## src/rtl/onehot_sel_pkg.sv

```systemverilog
// Shared types and default widths for the one-hot scan selector.
package onehot_sel_pkg;

  typedef enum logic [1:0] {
    IDLE = 2'd0,
    HOLD = 2'd1,
    SCAN = 2'd2
  } state_t;

  localparam int DEF_SEL_W   = 4;
  localparam int DEF_DWELL_W = 8;

endpackage

```

## src/rtl/onehot_dec.sv

```systemverilog
// Combinational index to one-hot decoder; the parent registers the result.
module onehot_dec #(
  parameter int SEL_W = 4
) (
  input  logic [SEL_W-1:0]         idx,
  output logic [(1<<SEL_W)-1:0]    onehot
);

  always_comb begin
    onehot      = '0;
    onehot[idx] = 1'b1;
  end

endmodule

```

## src/rtl/onehot_scan_selector.sv

```systemverilog
// One-hot select generator with hold/step control and optional automatic scan.
// Scan mode and its dwell counter exist only when ONEHOT_SCAN_SELECTOR_SCAN_EN is defined.
module onehot_scan_selector
  import onehot_sel_pkg::*;
#(
  parameter int SEL_W   = DEF_SEL_W,
  parameter int DWELL_W = DEF_DWELL_W
) (
  input  logic                     clk,
  input  logic                     rst,
  input  logic                     dis,
  input  logic                     load,
  input  logic [SEL_W-1:0]         sel_in,
  input  logic                     step,
  input  logic                     scan_start,
  input  logic                     scan_stop,
  input  logic [DWELL_W-1:0]       dwell,
  output logic [(1<<SEL_W)-1:0]    sel_out,
  output logic [SEL_W-1:0]         idx,
  output logic                     active,
  output logic                     wrap
);

  localparam int N = 1 << SEL_W;
  localparam logic [SEL_W-1:0] IDX_MAX = '1;

  state_t           state, state_nx;
  logic [SEL_W-1:0] idx_nx;
  logic             wrap_nx;
  logic [N-1:0]     dec_out;

`ifdef ONEHOT_SCAN_SELECTOR_SCAN_EN
  logic [DWELL_W-1:0] count, count_nx;
`else
  logic unused_scan_inputs;
  assign unused_scan_inputs = ^{scan_start, scan_stop, dwell};
`endif

  // Outputs are decoded from the next index so they line up with the registered state.
  onehot_dec #(.SEL_W(SEL_W)) u_dec (
    .idx    (idx_nx),
    .onehot (dec_out)
  );

  always_comb begin
    state_nx = state;
    idx_nx   = idx;
    wrap_nx  = 1'b0;
`ifdef ONEHOT_SCAN_SELECTOR_SCAN_EN
    count_nx = count;
`endif
    case (state)
      IDLE: begin
        if (load) begin
          state_nx = HOLD;
          idx_nx   = sel_in;
        end
`ifdef ONEHOT_SCAN_SELECTOR_SCAN_EN
        else if (scan_start) begin
          state_nx = SCAN;
          idx_nx   = '0;
          count_nx = '0;
        end
`endif
      end
      HOLD: begin
        if (load) begin
          idx_nx = sel_in;
        end
`ifdef ONEHOT_SCAN_SELECTOR_SCAN_EN
        else if (scan_start) begin
          state_nx = SCAN;
          count_nx = '0;
        end
`endif
        else if (step) begin
          idx_nx  = idx + 1'b1;
          wrap_nx = (idx == IDX_MAX);
        end
      end
`ifdef ONEHOT_SCAN_SELECTOR_SCAN_EN
      SCAN: begin
        if (load) begin
          state_nx = HOLD;
          idx_nx   = sel_in;
        end else if (scan_stop) begin
          state_nx = HOLD;
        end else if (count >= dwell) begin
          // >= so a dwell lowered below the running count still fires immediately
          idx_nx   = idx + 1'b1;
          count_nx = '0;
          wrap_nx  = (idx == IDX_MAX);
        end else begin
          count_nx = count + 1'b1;
        end
      end
`endif
      default: state_nx = IDLE;
    endcase
  end

  always_ff @(posedge clk) begin
    if (rst) begin
      state   <= IDLE;
      idx     <= '0;
`ifdef ONEHOT_SCAN_SELECTOR_SCAN_EN
      count   <= '0;
`endif
      sel_out <= '0;
      active  <= 1'b0;
      wrap    <= 1'b0;
    end else if (dis) begin
      sel_out <= '0;
      active  <= 1'b0;
      wrap    <= 1'b0;
    end else begin
      state   <= state_nx;
      idx     <= idx_nx;
`ifdef ONEHOT_SCAN_SELECTOR_SCAN_EN
      count   <= count_nx;
`endif
      sel_out <= (state_nx == IDLE) ? '0 : dec_out;
      active  <= (state_nx != IDLE);
      wrap    <= wrap_nx;
    end
  end

endmodule

```

## config.mk

```make
export PLATFORM = sky130hd
export DESIGN_NAME = onehot_scan_selector
export DESIGN_NICKNAME = d
export VERILOG_FILES = /design/src/rtl/onehot_sel_pkg.sv /design/src/rtl/onehot_dec.sv /design/src/rtl/onehot_scan_selector.sv
export SDC_FILE = /design/constraint.sdc
export NUM_CORES = 1
export LEC_CHECK = 0
export BUFFER_PORTS_ARGS = -buffer_cell sky130_fd_sc_hd__buf_2
export CAP_MARGIN = 20
export CORE_UTILIZATION = 30
export DETAILED_ROUTE_END_ITERATION = 10
export PLACE_DENSITY = 0.6
export SETUP_SLACK_MARGIN = 0.15
export SLEW_MARGIN = 20
export SYNTH_ARGS = -nofsm -noshare
export SYNTH_HDL_FRONTEND = slang
export SYNTH_SLANG_ARGS = --single-unit
```

## constraint.sdc

```tcl
create_clock -name clk -period 1.7 [get_ports clk]
set_clock_uncertainty 0.05 [all_clocks]
set_input_delay 0.17 -clock clk [delete_from_list [all_inputs] [get_ports clk]]
set_output_delay 0.17 -clock clk [all_outputs]
set_load 0.02 [all_outputs]
```

* Word level (Yosys, flattened, before mapping)
Cells that the tools add are included.
Operators by class: order comparisons 2, bitwise logic cells 2, equal/unequal tests 2, $add $sub $neg 1, mux-type cells 8, reduce and logical (&&, ||, !) cells 7
Operator list (count):
- $mux 4 | 3
- $pmux 4 s2 | 1
- $lt 4x5->1 const B | 1
- $reduce_or 5->1 | 1
- $add 4x1->4 const B | 1
- $demux 1 s4 | 1
- $eq 4x4->1 const B | 1
- $ge 4x1->1 const B | 1
- $logic_not 2->1 | 2
- $pmux 2 s2 | 1
- $reduce_or 3->1 | 1
- $eq 2x1->1 const B | 1
- $mux 2 | 1
- $not 1->1 | 2
- $reduce_bool 2->1 | 1
- $reduce_or 2->1 | 1
- $logic_and 1x1->1 | 1
- $mux 1 | 1
Storage, ports and cells: word-level logic and storage cells 27, flip-flop bits (word level) 24, output and inout port bits 22

* Depth between registers and ports, before layout
depth after elaboration 8, mapped depth 6, mapped depth without buffers 5

* By module
From an unflattened synthesis, not the netlist that was laid out.
Unflattened totals: cell total of the unflattened synthesis 109, area total of the unflattened synthesis 1164.9 µm²
Modules (own cells, without submodules):
- onehot_scan_selector | area each 938.4 µm², cells an instance 89, instances 1, seq. area each 480.5 µm²
- onehot_dec | area each 226.5 µm², cells an instance 20, instances 1, seq. area each 0.0 µm²

* Worst setup path before layout
OpenSTA, ideal clock, no wires.
path kind flip-flop to flip-flop, start register idx[0], end register sel_out[2], required time 1558 ps, setup time 92 ps, clock period less this slack 1780 ps, arrival time 1638 ps, path slack -80 ps, stages on the path, launching flop included 7, path through dfxtp_1 -> ha_1 -> or2_2 -> o22ai_1 -> or4_1 -> buf_2 -> nor4_1
On the way: longest elaborated chain between the ends 8, elaborated cells between the ends (all ways) 10
Ends and longest elaborated chain:
- start, declared | line onehot_scan_selector.sv:19 | output logic [SEL_W-1:0] idx,
- start signal, assigned | line onehot_scan_selector.sv:118 | idx <= idx_nx;
- $add 4x1->4 | line onehot_scan_selector.sv:77 | idx_nx = idx + 1'b1;
- $mux 4 | line onehot_scan_selector.sv:76 | else if (step) begin
- $mux 4 | line onehot_scan_selector.sv:67 | if (load) begin
- $pmux 4 s2 (*) | line onehot_scan_selector.sv:52 | case (state)
- $lt 4x5->1 (not written as such) / $ge 4x1->1 (equally long branches) | line onehot_dec.sv:11 | onehot[idx] = 1'b1;
- $logic_and 1x1->1 (not written as such) | line onehot_dec.sv:11
- $mux 1 (not written as such) | line onehot_dec.sv:11
- $demux 1 s4 (*)
- end signal, assigned | line onehot_scan_selector.sv:122 | sel_out <= (state_nx == IDLE) ? '0 : dec_out;
- end, declared | line onehot_scan_selector.sv:18 | output logic [(1<<SEL_W)-1:0] sel_out,
Every way passes the cells marked *; elsewhere a longest branch is shown, timed or not. A chain may end at the register's enable or synchronous reset.

* Worst setup path in the final report
start register state[1], end register sel_out[6]
On the way: longest elaborated chain between the ends 6, elaborated cells between the ends (all ways) 12
Ends and longest elaborated chain:
- start, declared | line onehot_scan_selector.sv:27 | state_t state, state_nx;
- start signal, assigned | line onehot_scan_selector.sv:117 | state <= state_nx;
- $eq 2x1->1 / $logic_not 2->1 (equally long branches) | line onehot_scan_selector.sv:52
- $pmux 4 s2 | line onehot_scan_selector.sv:52
- $lt 4x5->1 (not written as such) / $ge 4x1->1 (equally long branches) | line onehot_dec.sv:11
- $logic_and 1x1->1 (not written as such) | line onehot_dec.sv:11
- $mux 1 (not written as such) | line onehot_dec.sv:11
- $demux 1 s4
Several ways; a longest one is shown, not always the timed one.

==> out/metrics.cfg <==
[clock_tree]
cts_tree=done
clock_path_buffers=2
numCtsBuffers=3
clk_latency_ns=0.32
cts.reportedPaths.clkPinSlew_ns=0.13
htreeDepth=1
cts_root_buf=clkbuf_4
cts_sinks=24

[timing]
drv_slew=0
min_period_over_period=1.01
maxSlewHeadroom=0.645
tightest_slew_ns=0.533
hold_viol_final=0
finalSetupViolations=1
fmax_ghz=0.582
timing.final.crit_period_ns=1.72
worst_slack_ns=-0.0196
rsz0062_at_grt=true

[global_routing]
grt_pass1_vias=811
grt_max_degree=15
grt_pass1_wl_mm=3.64
grt_usage=0.141
antenna_found_initial=0
grt_overflow_total=0

[run_status]
status=finished, violations left
violations=negative setup slack

[place]
placed_area_um2=1220
port_buffers=30
hpwlAfterDp_mm=1.77
place_congestion=0.801

[synth]
ys_ff_latch=24
ys_top_cells_by_area=dfxtp_1 (51%), nor4_1 (11%), a21oi_1 (3.2%)
ys_top_cells_by_count=dfxtp_1 (24), nor4_1 (16), a21oi_1 (6), inv_1 (6), nand2_1 (6)
synth_xor_area_frac=0
seq_area_frac_synth=0.508
syn_area_per_cell_um2=9.55
synth_compound_area_frac=0.169
synth-simple-area-share=0.259
synthAdderAreaFrac=0.0132
synth_top_area_share=0.508
synthesis.nets=119
synth_edf_count=0
synth.mux.area_fraction=0
synthCells=99
synthArstFlopShare=0
yosysMostFrequentCell=dfxtp_1
yosys_warnings=0
ys.flop_type=dfxtp_1
yosysTopAreaCell=dfxtp_1
synth_area_um2=946
yosysUniqueCellTypes=33
synth_top_family_by_area=simple AND/OR/NAND/NOR gates

[worst_setup_path]
cp-end-kind=flip-flop
crit_start=state[1]
critPathMaxFanout=8
start_kind=flip-flop
crit_arrival_ns=1.89
required_ns=1.87
crit_type=flip-flop to flip-flop
r2r-start=state[1]

[drt]
routed_via_density=5.11
drtAntennaViolNets=0
drtIter0Drc=18
wl_per_cell_um=13.5
routed_wl_mm=2.52
drc=0
firstDrtPassIters=4
num_vias=950

[floorplan]
start_util=0.312
row_count=20
die_y_um=58.2
core_um2=3030
ios=41
dieArea_um2=3380
die_w_um=58.2

[cells_and_area]
final_nets=163
area_growth_pct=62.4
fin_area_um2=1540
num-fill-cells=283
diodes=0
drive_above_1_share=0.627

[job]
cap_violations=0

[pwr]
peakVddDrop_mv=0.509
powerDensity_nw_per_um2=762
fin_total_pwr_mw=1.17
p_leak_nw=0.601

[hold_path]
min-delay-start=rst
worstHoldPathType=input port to flip-flop

## timing repair
action | CTS | global route
endpoints found under the setup margin | 16 | 17
pin swaps | 0 | 12
hold buffers | 0 | 0
buffers inserted | 0 | 1
resized for setup | 7 | 43
## cells in the final DEF, fill, tap and decap left out, drive strengths merged
master and count:
ha 1, nand2 6, nor4bb 2, o311ai 1, o22a 1, or2 2, o21ai 5, and2 1
clkbuf 4, and3b 1, or3b 1, o21a 1, nand3 2, nor3 2, a211oi 2, nor4 16
nand2b 1, a22oi 1, dfxtp 24, or4 1, a31o 1, buf 43, inv 6, or3 1
a21o 2, and4b 1, nor2 3, o22ai 3, a21oi 6, a32oi 1
## report_power, final
| part | leakage (nW) | switching (mW) | total [mW] | internal (mW) |
|---|---|---|---|---|
| sequential | 0.197 | 0.0133 | 0.587 | 0.573 |
| clock | 0.0261 | 0.171 | 0.351 | 0.180 |
| combinational | 0.378 | 0.140 | 0.233 | 0.0932 |
## cell families (layout without fill, tap and decap cells)
group / count (synthesis) / count (layout)
compound gates: 24 / 24
fa+ha+maj: 1 / 1
buf+inv: 10 / 53
flops: 24 / 24
simple gates: 40 / 40
## cell type report
cell class | count | area, um2 | area share
Clock buffer | 4 | 47.5 | 0.0309
Inverter | 6 | 22.5 | 0.0147
Tap cell | 44 | 55.1 | 0.0358
Timing Repair Buffer | 43 | 251 | 0.164
Sequential cell | 24 | 493 | 0.321
Multi-Input combinational cell | 65 | 667 | 0.434
## state kept, by name, summed over array words and instances, names as in the netlist
name and count:
sel_out 16, active 1, idx 4, state 2, wrap 1
## critical path: stages, from the launching register on
cell     delay (ns)
dfxtp_4        0.39
or3_4          0.37
or4_4          0.63
nor4_2         0.18
## stage by stage
| step | TNS, ns | worst slack, ns | cells | utilization | hold slack (ns) |
|---|---|---|---|---|---|
| final | -0.0196 | -0.0196 | 186 | 0.507 | 0.0691 |
| after global routing | -0.369 | -0.0674 | 186 | 0.507 | 0.0481 |
| after CTS | -0.0227 | -0.00803 | 185 | 0.431 | 0.0572 |
| after detailed placement | -1.39 | -0.129 | 181 | 0.403 | 0.412 |
| after global placement | -1.19 | -0.111 | 181 | 0.403 | 0.411 |
| after floorplan | 0 | 0.0227 | 99 | - | 0.179 |
## worst paths after layout
kind	end	depth (start not counted)	slack, ns
worst max register to register	sel_out[6]	3	-0.02
worst max-delay path	sel_out[6]	3	-0.02
worst min-delay path	idx[0]	3	0.07
worst min register to register	wrap	3	0.60
## per-layer routing
layer	share of wire	wire length (um)	vias up	global-route usage
li1	-	-	461	-
met1	0.44	1110	449	0.171
met2	0.50	1250	36	0.245
met3	0.054	135	4	0.0446
met4	0.0072	18	0	0.0306
met5	0	0	-	0
Power figures use the tool's default switching activity.
